### src/rtl/key_input_conditioner_if.sv
`default_nettype none
// ============================================================================
// key_input_conditioner_if
// ----------------------------------------------------------------------------
// Bundles the raw push-button inputs and the conditioned command outputs of
// the key input conditioner.
//
//   key_up/down/right/left/place  raw active-high key levels (async, bouncing)
//   dir                           3-bit one-cycle direction command
//   move                          one-cycle place strobe
//   keys_stable                   debounced levels {place,left,right,down,up}
//
// master : the side that drives the keys and consumes the commands
// slave  : the conditioner itself
//
// Revision: 1.0 - initial release
// ============================================================================
interface key_input_conditioner_if;
  logic       key_up;
  logic       key_down;
  logic       key_right;
  logic       key_left;
  logic       key_place;
  logic [2:0] dir;
  logic       move;
  logic [4:0] keys_stable;

  modport master (
    output key_up, key_down, key_right, key_left, key_place,
    input  dir, move, keys_stable
  );

  modport slave (
    input  key_up, key_down, key_right, key_left, key_place,
    output dir, move, keys_stable
  );
endinterface
`default_nettype wire

### src/rtl/key_input_conditioner.sv
`default_nettype none
// ============================================================================
// key_input_conditioner
// ----------------------------------------------------------------------------
// Front end of the tic-tac-toe cursor logic. Each raw key is synchronised
// (two flops) and debounced; 0->1 transitions of the debounced levels become
// press events. Direction presses are arbitrated (Up > Down > Right > Left)
// and drive an auto-repeat state machine; the place key yields a single
// move strobe per press.
//
// Ports:
//   clk     system clock, rising edge
//   resetn  synchronous, active-low reset
//   bus     slave modport of key_input_conditioner_if
//             in : key_up, key_down, key_right, key_left, key_place
//             out: dir (000 idle, 001 up, 010 down, 011 right, 100 left),
//                  move, keys_stable {place,left,right,down,up}
//
// Revision: 1.0 - initial release
// ============================================================================
module key_input_conditioner #(
  parameter int DEBOUNCE_CYCLES = 500000,
  parameter int REPEAT_DELAY    = 25000000,
  parameter int REPEAT_PERIOD   = 10000000,
  parameter int CNT_W           = 25
) (
  input wire                     clk,
  input wire                     resetn,
  key_input_conditioner_if.slave bus
);

  // Terminal counts: a counter value equal to these marks the last cycle of
  // the interval, so the action happens on the cycle the count would reach
  // the full parameter value.
  localparam logic [CNT_W-1:0] DB_LAST  = CNT_W'(DEBOUNCE_CYCLES - 1);
  localparam logic [CNT_W-1:0] DLY_LAST = CNT_W'(REPEAT_DELAY - 1);
  localparam logic [CNT_W-1:0] PER_LAST = CNT_W'(REPEAT_PERIOD - 1);
  localparam logic [CNT_W-1:0] CNT_ONE  = CNT_W'(1);

  typedef enum logic [1:0] {
    IDLE   = 2'd0,
    DELAY  = 2'd1,
    REPEAT = 2'd2
  } state_t;

  // Bit order everywhere: {place, left, right, down, up}
  logic [4:0] raw_keys;
  logic [4:0] sync_a;
  logic [4:0] sync_b;
  logic [4:0] stable;
  logic [4:0] stable_d;
  logic [4:0] press;

  logic       dir_hit;
  logic [1:0] dir_sel;

  state_t           state;
  logic [1:0]       active;
  logic [CNT_W-1:0] rep_cnt;
  logic [2:0]       dir_q;
  logic             move_q;
  logic             active_held;

  assign raw_keys = {bus.key_place, bus.key_left, bus.key_right,
                     bus.key_down, bus.key_up};

  // Index 0..3 (up, down, right, left) maps to command codes 1..4.
  function automatic logic [2:0] dir_code(input logic [1:0] idx);
    return {1'b0, idx} + 3'd1;
  endfunction

  // --------------------------------------------------------------------------
  // Two-flop synchronisers, plus a delayed copy of the stable levels used
  // for rising-edge (press) detection.
  // --------------------------------------------------------------------------
  always_ff @(posedge clk) begin
    if (!resetn) begin
      sync_a   <= 5'd0;
      sync_b   <= 5'd0;
      stable_d <= 5'd0;
    end else begin
      sync_a   <= raw_keys;
      sync_b   <= sync_a;
      stable_d <= stable;
    end
  end

  // --------------------------------------------------------------------------
  // Per-key debounce: the stable level only follows the synchronised level
  // after it has disagreed for DEBOUNCE_CYCLES consecutive cycles. Any
  // agreement in between restarts the count.
  // --------------------------------------------------------------------------
  for (genvar i = 0; i < 5; i++) begin : g_debounce
    logic [CNT_W-1:0] cnt;
    logic             level;

    always_ff @(posedge clk) begin
      if (!resetn) begin
        cnt   <= '0;
        level <= 1'b0;
      end else if (sync_b[i] == level) begin
        cnt <= '0;
      end else if (cnt == DB_LAST) begin
        level <= sync_b[i];
        cnt   <= '0;
      end else begin
        cnt <= cnt + CNT_ONE;
      end
    end

    assign stable[i] = level;
  end

  assign press = stable & ~stable_d;

  // --------------------------------------------------------------------------
  // Direction arbitration: the lowest index wins, losers are dropped.
  // --------------------------------------------------------------------------
  always_comb begin
    dir_hit = |press[3:0];
    dir_sel = 2'd0;
    if (press[0]) begin
      dir_sel = 2'd0;
    end else if (press[1]) begin
      dir_sel = 2'd1;
    end else if (press[2]) begin
      dir_sel = 2'd2;
    end else if (press[3]) begin
      dir_sel = 2'd3;
    end
  end

  assign active_held = stable[active];

  // --------------------------------------------------------------------------
  // Auto-repeat FSM with registered outputs. An accepted press always wins
  // over a repeat that happens to be due in the same cycle, and a dropped
  // active level is checked before the repeat so that a release landing on
  // a repeat cycle suppresses it.
  // --------------------------------------------------------------------------
  always_ff @(posedge clk) begin
    if (!resetn) begin
      state   <= IDLE;
      active  <= 2'd0;
      rep_cnt <= '0;
      dir_q   <= 3'd0;
      move_q  <= 1'b0;
    end else begin
      dir_q  <= 3'd0;
      move_q <= press[4];

      if (dir_hit) begin
        dir_q   <= dir_code(dir_sel);
        active  <= dir_sel;
        state   <= DELAY;
        rep_cnt <= '0;
      end else begin
        case (state)
          IDLE: begin
            state <= IDLE;
          end

          DELAY: begin
            if (!active_held) begin
              state <= IDLE;
            end else if (rep_cnt == DLY_LAST) begin
              dir_q   <= dir_code(active);
              state   <= REPEAT;
              rep_cnt <= '0;
            end else begin
              rep_cnt <= rep_cnt + CNT_ONE;
            end
          end

          REPEAT: begin
            if (!active_held) begin
              state <= IDLE;
            end else if (rep_cnt == PER_LAST) begin
              dir_q   <= dir_code(active);
              rep_cnt <= '0;
            end else begin
              rep_cnt <= rep_cnt + CNT_ONE;
            end
          end

          default: begin
            state <= IDLE;
          end
        endcase
      end
    end
  end

  assign bus.dir         = dir_q;
  assign bus.move        = move_q;
  assign bus.keys_stable = stable;

endmodule
`default_nettype wire

### src/flat_wrapper.sv
// flat-port wrapper written by rule: the top's interface ports become plain ports
module key_input_conditioner_flat 
#(
  parameter int DEBOUNCE_CYCLES = 500000,
  parameter int REPEAT_DELAY    = 25000000,
  parameter int REPEAT_PERIOD   = 10000000,
  parameter int CNT_W           = 25
)
  (clk, resetn, bus_key_up, bus_key_down, bus_key_right, bus_key_left, bus_key_place, bus_dir, bus_move, bus_keys_stable);
  key_input_conditioner_if bus_i ();
  input wire clk;
  input wire resetn;
  input wire logic [$bits(bus_i.key_up)-1:0] bus_key_up;
  input wire logic [$bits(bus_i.key_down)-1:0] bus_key_down;
  input wire logic [$bits(bus_i.key_right)-1:0] bus_key_right;
  input wire logic [$bits(bus_i.key_left)-1:0] bus_key_left;
  input wire logic [$bits(bus_i.key_place)-1:0] bus_key_place;
  output wire logic [$bits(bus_i.dir)-1:0] bus_dir;
  output wire logic [$bits(bus_i.move)-1:0] bus_move;
  output wire logic [$bits(bus_i.keys_stable)-1:0] bus_keys_stable;
  assign bus_i.key_up = bus_key_up;
  assign bus_i.key_down = bus_key_down;
  assign bus_i.key_right = bus_key_right;
  assign bus_i.key_left = bus_key_left;
  assign bus_i.key_place = bus_key_place;
  assign bus_dir = bus_i.dir;
  assign bus_move = bus_i.move;
  assign bus_keys_stable = bus_i.keys_stable;
  key_input_conditioner #(.DEBOUNCE_CYCLES(DEBOUNCE_CYCLES), .REPEAT_DELAY(REPEAT_DELAY), .REPEAT_PERIOD(REPEAT_PERIOD), .CNT_W(CNT_W)) u_core (.clk(clk), .resetn(resetn), .bus(bus_i));
endmodule
### config.mk
export PLATFORM = sky130hd
export DESIGN_NAME = key_input_conditioner_flat
export DESIGN_NICKNAME = d
export VERILOG_FILES = /design/src/rtl/key_input_conditioner_if.sv /design/src/rtl/key_input_conditioner.sv /design/src/flat_wrapper.sv
export SDC_FILE = /design/constraint.sdc
export NUM_CORES = 1
export LEC_CHECK = 0
export ABC_CLOCK_PERIOD_IN_PS = 2300
export BUFFER_PORTS_ARGS = -buffer_cell sky130_fd_sc_hd__buf_4
export CAP_MARGIN = 10
export CORE_MARGIN = 3
export CORE_UTILIZATION = 45
export DETAILED_ROUTE_END_ITERATION = 10
export PLACE_DENSITY = 0.58
export SLEW_MARGIN = 25
export SYNTH_ARGS = -nofsm -noshare
export SYNTH_HDL_FRONTEND = slang
export SYNTH_SLANG_ARGS = --single-unit
export TNS_END_PERCENT = 30
### constraint.sdc
create_clock -name clk -period 2.3 [get_ports clk]
set_input_delay 0.345 -clock clk [delete_from_list [all_inputs] [get_ports clk]]
set_output_delay 0.345 -clock clk [all_outputs]
set_load 0.1 [all_outputs]
Word level (Yosys, flattened, before mapping)
Cells that the tools add are included.
Operators by class
  reduce and logical (&&, ||, !) cells: 16
  add/subtract/negate cells: 8
  muxes and demuxes: 22
  bitwise operators: 8
  magnitude comparators: 1
  equality and inequality tests: 20
Operators with widths (number)
  $add 25x1->25 const B: 6
  $eq 25x19->1 const B: 5
  $mux 25: 4
  $pmux 25 s2: 1
  $eq 25x24->1 const B: 1
  $eq 25x25->1 const B: 1
  $mux 3: 5
  $reduce_or 3->1: 5
  $mux 2: 7
  $reduce_and 2->1: 7
  $add 2x1->3 const B: 2
  $not 1->1: 6
  $pmux 3 s2: 1
  $and 5x5->5: 1
  $eq 1x1->1: 5
  $not 5->5: 1
  $reduce_or 5->1: 1
  $lt 2x4->1 const B: 1
  $ne 2x1->1 const B: 2
  $ne 4x3->1 const B: 1
  $pmux 2 s2: 1
  $reduce_or 4->1: 1
  $ne 3x2->1 const B: 1
  $ne 3x3->1 const B: 1
  7 further kinds: 8
Storage, ports and cells
  bits in registers: 178
  logic and storage cells: 94

Longest topological paths before layout
Gate-level depths: netlist of run 1.
  depth in word-level cells: 8
  depth in mapped cells: 8
  depth with buffers taken out: 7

Worst setup path before layout of run 1
Ideal clock, no wire load.
  path kind: register -> register
  start point: register u_core.rep_cnt[0]
  end point: register u_core.rep_cnt[6]
  arrival: 1.889 ns
  slack: 0.296 ns
  cell stages (with the launch flop): 8
  library setup time: 0.115 ns
  path through: dfxtp_1 ha_1 or4b_1 or4_1 a2bb2o_2 a21o_4 buf_6 nor2_1
On the way
  word-level cells in the longest chain between the ends: 4
  elaborated cells between the ends (all ways): 8
  classes of those cells: add/sub (1); eq/ne (2); mux (5)
RTL lines
  start: declaration: line key_input_conditioner.sv:59  | logic [CNT_W-1:0] rep_cnt;
  start signal: assignment: line key_input_conditioner.sv:171  | rep_cnt <= rep_cnt + CNT_ONE;
  start signal: assignment: line key_input_conditioner.sv:182  | rep_cnt <= rep_cnt + CNT_ONE;
  $add 25x1->25 (tied with other cells): line key_input_conditioner.sv:171, key_input_conditioner.sv:182
  $mux 25 (on tied branches): line key_input_conditioner.sv:178, key_input_conditioner.sv:166
  $mux 25 (on tied branches): line key_input_conditioner.sv:176, key_input_conditioner.sv:164
  $pmux 25 s2 (*): line key_input_conditioner.sv:158  | case (state)
Mark *: on every way between the ends. The rest lies on a longest branch, timed or not. The select of a mux whose other input is x is not followed.
A chain may end at the register's enable or synchronous reset.

Final worst setup path of run 1
  start point: register u_core.rep_cnt[1]
  end point: register u_core.rep_cnt[14]
Same word-level chain as after synthesis.

==> impl_metrics.ini, run 1 <==
[sta]
worst-slew-pin-transition_ns = 0.6570
setup_tns_ns = 0
whs_ns = 0.1323
min_period_over_period_pct = 94.29
rsz0062_at_grt = false
hold_violations = 0
max_freq_mhz = 461.1
slew_viol_final = 0
clock-skew-final_ns = 0.01562
slew_headroom_pct = 55.80
min_period_ns = 2.169
setup_viol = 0

[yosys]
synthFlopType = dfxtp_1
synth_area_leader_cell = dfxtp_1
syn_avg_cell_area_um2 = 8.852
netlist_top_cells_count = dfxtp_1, nor2_1, xor2_1
ys_seq_elements = 178
synth.distinct_cells = 48
seq_area_frac_synth_pct = 45.64
synth_most_common_cell = dfxtp_1
yosysWarnings = 0
synthCells = 882
synthesis.nets = 899
synth_area_leaders = dfxtp_1, xor2_1, nor2_1
synth_top_area_share_pct = 45.64
synth_edf_count = 0
ys_async_sr_fraction_pct = 0
synth_area_mm2 = 0.007807

[routing]
vias_per_cell = 5.182
dr_wl_met2_um = 6893
wl_met1_um = 7230
wl_met3_um = 469
drt-initial-drc-count = 297
ant_nets = 0
wl_per_cell_um = 12.91
drc = 0
firstDrtPassIters = 4
routed_wl_um = 14700
vias = 5897
routed.top_layer = met4

[clock_network]
cts-root-buf = clkbuf_16
clock-sinks = 178
cts_tree = yes
cts_buffer_depth = 2
cts_setup_buffers = 0
clk_latency_ns = 0.43
cts_max_level = 4
cts-hold-fix-buffers = 0
cts_made_buffers = 17
path_clk_slew_ns = 0.07

[critical_path]
worst_setup_path_startpoint = u_core.rep_cnt[1]
required_ns = 2.60
r2r-end = u_core.rep_cnt[14]
slowest_stage = or4b_1
worstReg2RegStart = u_core.rep_cnt[1]
critPathMaxStageDelay_ns = 0.49
cp.arrival_ns = 2.47
crit_chain = ha_1 > or4b_1 > or4_1 > a2bb2o_2 > a21o_4 > nor2_1
r2r_cells = 6
r2r_setup_slack_ns = 0.13
path_max_fanout = 25
cp-start-kind = flop
crit_end = u_core.rep_cnt[14]
cp-end-kind = flop
critPathKind = flop to flop

[layout]
fillers = 1572
drive_gt1_share_pct = 8.061
layout.nets = 922
stdcell_count = 1138
area_delta_synth_final_pct = 12.71
num_antenna_cells = 0

[floorplan]
die_y_um = 137.7
num_rows = 47
initial_core_util_pct = 46.58
die_w_um = 137.7
fp.coreArea_mm2 = 0.01676
num_io_pins = 16
dieArea_mm2 = 0.01897

[job]
maxCapViolations = 0

[pwr]
p_per_area_mw_per_mm2 = 688.7
clockPowerShare_pct = 47.9
vdd_drop_max_mv = 0.5938
p_total_mw = 6.060
pwr-share-comb_pct = 1.0
p_seq_share_pct = 51.1
switching_share_pct = 20.66
power.switching_mw = 1.252
p_leak_nw = 2.914
power.internal_mw = 4.808

[global_route]
grt_overflow = 0
grt_pass1_vias = 5597
antenna_found_initial = 0
grt_usage_pct = 16.37
grt_max_degree = 34
grt_pass1_wl_um = 25500

[place]
port_buffers = 15
hpwl_um = 10130
gp_congestion = 0.8131
dp_cells = 1106

[min_path]
hp-class = input port to flop
whs_path_depth = 2

[outcome]
status = finished, final reports clean
==> cell families after synthesis <==
family	after synthesis	share of synthesized area, %
AOI/OAI and AO/OA	17	1.875
xor gates and xnor gates	143	16.04
adders and majority gates	10	1.603
buffers and inverters	54	3.125
DFF	178	45.64
muxes	8	1.186
and+or+nand+nor	472	30.53
==> placed cells by master, fill, tap and decap left out, drive strengths merged, types with 2 or more instances in the layout <==
master / instances
or2: 2
nor2: 174
xnor2: 57
nand4: 41
xor2: 86
nor3: 35
mux2i: 7
a211oi: 2
or3: 2
o211ai: 2
nand3: 61
nand2: 50
bufinv: 2
nor4b: 11
dfxtp: 178
or4: 4
ha: 10
nor4: 21
clkinvlp: 3
inv: 28
and2: 17
buf: 32
or4b: 4
clkinv: 4
clkbuf: 21
a21boi: 2
and4: 10
nor2b: 12
and3: 18
nand3b: 4
a32o: 2
==> layout make-up <==
cell class	count	area, µm²	share of cell area [%]
clock buffer	21	470.5	5.346
sequential	178	3565	40.51
inverter	26	97.59	1.109
multi-input combinational	650	4011	45.59
clock inverter	11	127.6	1.450
timing repair buffer	32	252.7	2.872
tap	220	275.3	3.128
==> repair_timing <==
action / CTS / global route
resized for setup: 0 / 3
endpoints found under the hold margin: 0 / 0
endpoints found under the setup margin: 0 / 3
==> power by group through the flow <==
stage	Clock [mW]	Combinational, mW	Sequential [mW]
2_1_floorplan	0	0.0433	3.17
3_3_place_gp	0	0.0589	3.17
3_5_place_dp	0	0.0603	3.17
4_1_cts	2.98	0.0609	3.10
5_1_grt	3.12	0.0670	3.10
6_report	2.90	0.0593	3.10
==> metrics by stage <==
stage	util [%]	worst slack [ns]	area (µm²)
after detailed placement	48.86	0.1184	8189
after floorplan	-	0.2964	7807
after global placement	48.86	0.1844	8189
after CTS	52.43	0.1146	8787
final	52.50	0.1314	8800
after global routing	52.50	0.006445	8800
==> worst max-delay path: cells and delay by family, from the launching register on <==
kind                       cells  cell delay (ns)
AOI/OAI and AO/OA              2             0.52
and+or+nand+nor                3             0.99
DFF                            1             0.36
adders and majority gates      1             0.19
==> state kept, by name, indices dropped and copies added (netlist names) <==
| signal | count |
|---|---|
| u_core.sync_b | 5 |
| u_core.bus.move | 1 |
| u_core.g_debounce.cnt | 125 |
| u_core.state | 2 |
| u_core.g_debounce.level | 5 |
| u_core.rep_cnt | 25 |
| u_core.bus.dir | 3 |
| u_core.stable_d | 5 |
| u_core.active | 2 |
| u_core.sync_a | 5 |
==> how the worst min path moves through the flow <==
stage                        from               end  slack, ns
2_1_floorplan  u_core.stable_d[4]   u_core.bus.move       0.37
3_3_place_gp   u_core.stable_d[4]   u_core.bus.move       0.38
3_5_place_dp   u_core.stable_d[4]   u_core.bus.move       0.38
4_1_cts             bus_key_place  u_core.sync_a[4]       0.12
5_1_grt             bus_key_place  u_core.sync_a[4]       0.11
6_report            bus_key_place  u_core.sync_a[4]       0.13
==> metal layers <==
layer  vias to the layer above  global-route usage (%)
li1                       3041                       -
met2                        55                   26.87
met4                         0                   4.610
met1                      2792                   21.16
met5                         -                       0
met3                         9                   4.529
Note: power is estimated with default switching activity, not from simulation.
==> inputs of run 2 (changes only) <==
CTS_BUF_LIST = sky130_fd_sc_hd__clkbuf_8   (was default)
==> impl_metrics.ini, run 2 (same netlist as run 1, synthesis figures left out) <==
[clock_network]
cts_setup_buffers = 0
clk_latency_ns = 0.45
cts-hold-fix-buffers = 0
cts_tree = yes
path_clk_slew_ns = 0.09
clock-sinks = 178
cts_max_level = 4
cts_buffer_depth = 2
cts-root-buf = clkbuf_8
cts-resized-gates = 0
cts_made_buffers = 17

[critical_path]
cp.arrival_ns = 2.48
worstReg2RegStart = u_core.rep_cnt[0]
path_max_fanout = 13
worst_setup_path_startpoint = u_core.rep_cnt[0]
cp-end-kind = flop
cp-start-kind = flop
required_ns = 2.64
critPathKind = flop to flop

[sta]
slew_headroom_pct = 57.62
clock-skew-final_ns = 0.01463
setup_tns_ns = 0
hold_violations = 0
worst_slack_ns = 0.1662
rsz0062_at_grt = false
min_period_ns = 2.134
max_freq_mhz = 468.6
worst-slew-pin-transition_ns = 0.6299
setup_viol = 0
slew_viol_final = 0
min_period_over_period_pct = 92.77

[layout]
largest-register = u_core.g_debounce.cnt
largest_register_ffs = 125
largestRegisters = u_core.g_debounce.cnt (125), u_core.rep_cnt (25)
fillers = 1587
final_common_cell = dfxtp_1
area_delta_synth_final_pct = 10.43
drive_gt1_share_pct = 8.052
layout_common_cells = dfxtp_1, nor2_1, xor2_1, nand3_1, xnor2_1
layout.nets = 923
num_antenna_cells = 0
stdcell_count = 1139

[outcome]
status = finished, final reports clean

[routing]
vias_per_cell = 5.200
drt-initial-drc-count = 302
vias = 5923
routed_wl_um = 14690
wl_per_cell_um = 12.89
firstDrtPassIters = 4
ant_nets = 0
drc = 0

[min_path]
hp-class = input port to flop
hold_start = bus_key_place

[floorplan]
die_w_um = 137.7
num_rows = 47
die_y_um = 137.7
dieArea_mm2 = 0.01897
num_io_pins = 16
initial_core_util_pct = 46.58
fp.coreArea_mm2 = 0.01676

[global_route]
grt_pass1_vias = 5576
antenna_found_initial = 0
grt_usage_pct = 16.17
grt_overflow = 0
grt_pass1_wl_um = 25270
grt_max_degree = 34

[place]
dp_cells = 1106
port_buffers = 15
place_ws_ns = 0.1184
gp_congestion = 0.8131
hpwl_um = 10130

[pwr]
switching_share_pct = 21.85
vdd_drop_max_mv = 0.4288
p_total_mw = 5.332
p_per_area_mw_per_mm2 = 618.4
pwr-share-comb_pct = 1.2
clockPowerShare_pct = 40.8
p_seq_share_pct = 58.0
power.switching_mw = 1.165
power.internal_mw = 4.167
p_leak_nw = 2.837

[job]
maxCapViolations = 0
[run 2: cell types whose count changed in the layout (fill, tap and decap cells not counted)]
cell and delta:
clkbuf_16 -17, dfxtp_1 +1, clkbuf_1 -1, inv_1 +1
a21o_4 +1, clkbuf_8 +17, dfxtp_2 -1
[run 2: critical path, cell delays in order, from the launching register on]
cell	delay [ns]
dfxtp_1	0.39
ha_1	0.20
or4b_1	0.48
or4_1	0.41
a2bb2o_2	0.26
a21o_4	0.21
nor2_1	0.07
[run 2: through the flow]
| stage | cell area, µm² | util (%) | hold WS, ns |
|---|---|---|---|
| after floorplan | 7807 | - | 0.3674 |
| after global placement | 8189 | 48.86 | 0.3768 |
| after detailed placement | 8189 | 48.86 | 0.3816 |
| after CTS | 8596 | 51.29 | 0.07227 |
| after global routing | 8622 | 51.44 | 0.06329 |
| final | 8622 | 51.44 | 0.1005 |
[run 2: layer usage]
metal | wire, µm | vias up | track usage [%]
li1 | - | 3043 | -
met1 | 7162 | 2821 | 20.85
met2 | 6929 | 46 | 26.74
met3 | 454 | 13 | 4.383
met4 | 140 | 0 | 4.446
met5 | 0 | - | 0
[run 2: cell type report]
cell class                      instances  area [µm²]  area share (%)
Inverter                               26       97.59           1.132
Multi-Input combinational cell        651        4026           46.70
Clock inverter                         12       131.4           1.524
Sequential cell                       178        3563           41.33
Timing Repair Buffer                   32       252.7           2.931
Tap cell                              220       275.3           3.193
Clock buffer                           20       275.3           3.193
[run 2: power by group through the flow]
stage                     clock (mW)  combinational (mW)  sequential (mW)
after floorplan                    0              0.0433             3.17
after global placement             0              0.0589             3.17
after detailed placement           0              0.0603             3.17
after CTS                       2.25              0.0608             3.10
after global routing            2.39              0.0698             3.10
final                           2.17              0.0624             3.10
[run 2: worst paths after layout]
kind,to,slack (ns),cells past startpoint
max,u_core.rep_cnt[16],0.17,6
min,u_core.sync_a[4],0.10,2
max reg2reg,u_core.rep_cnt[16],0.17,6
min reg2reg,u_core.bus.move,0.39,1
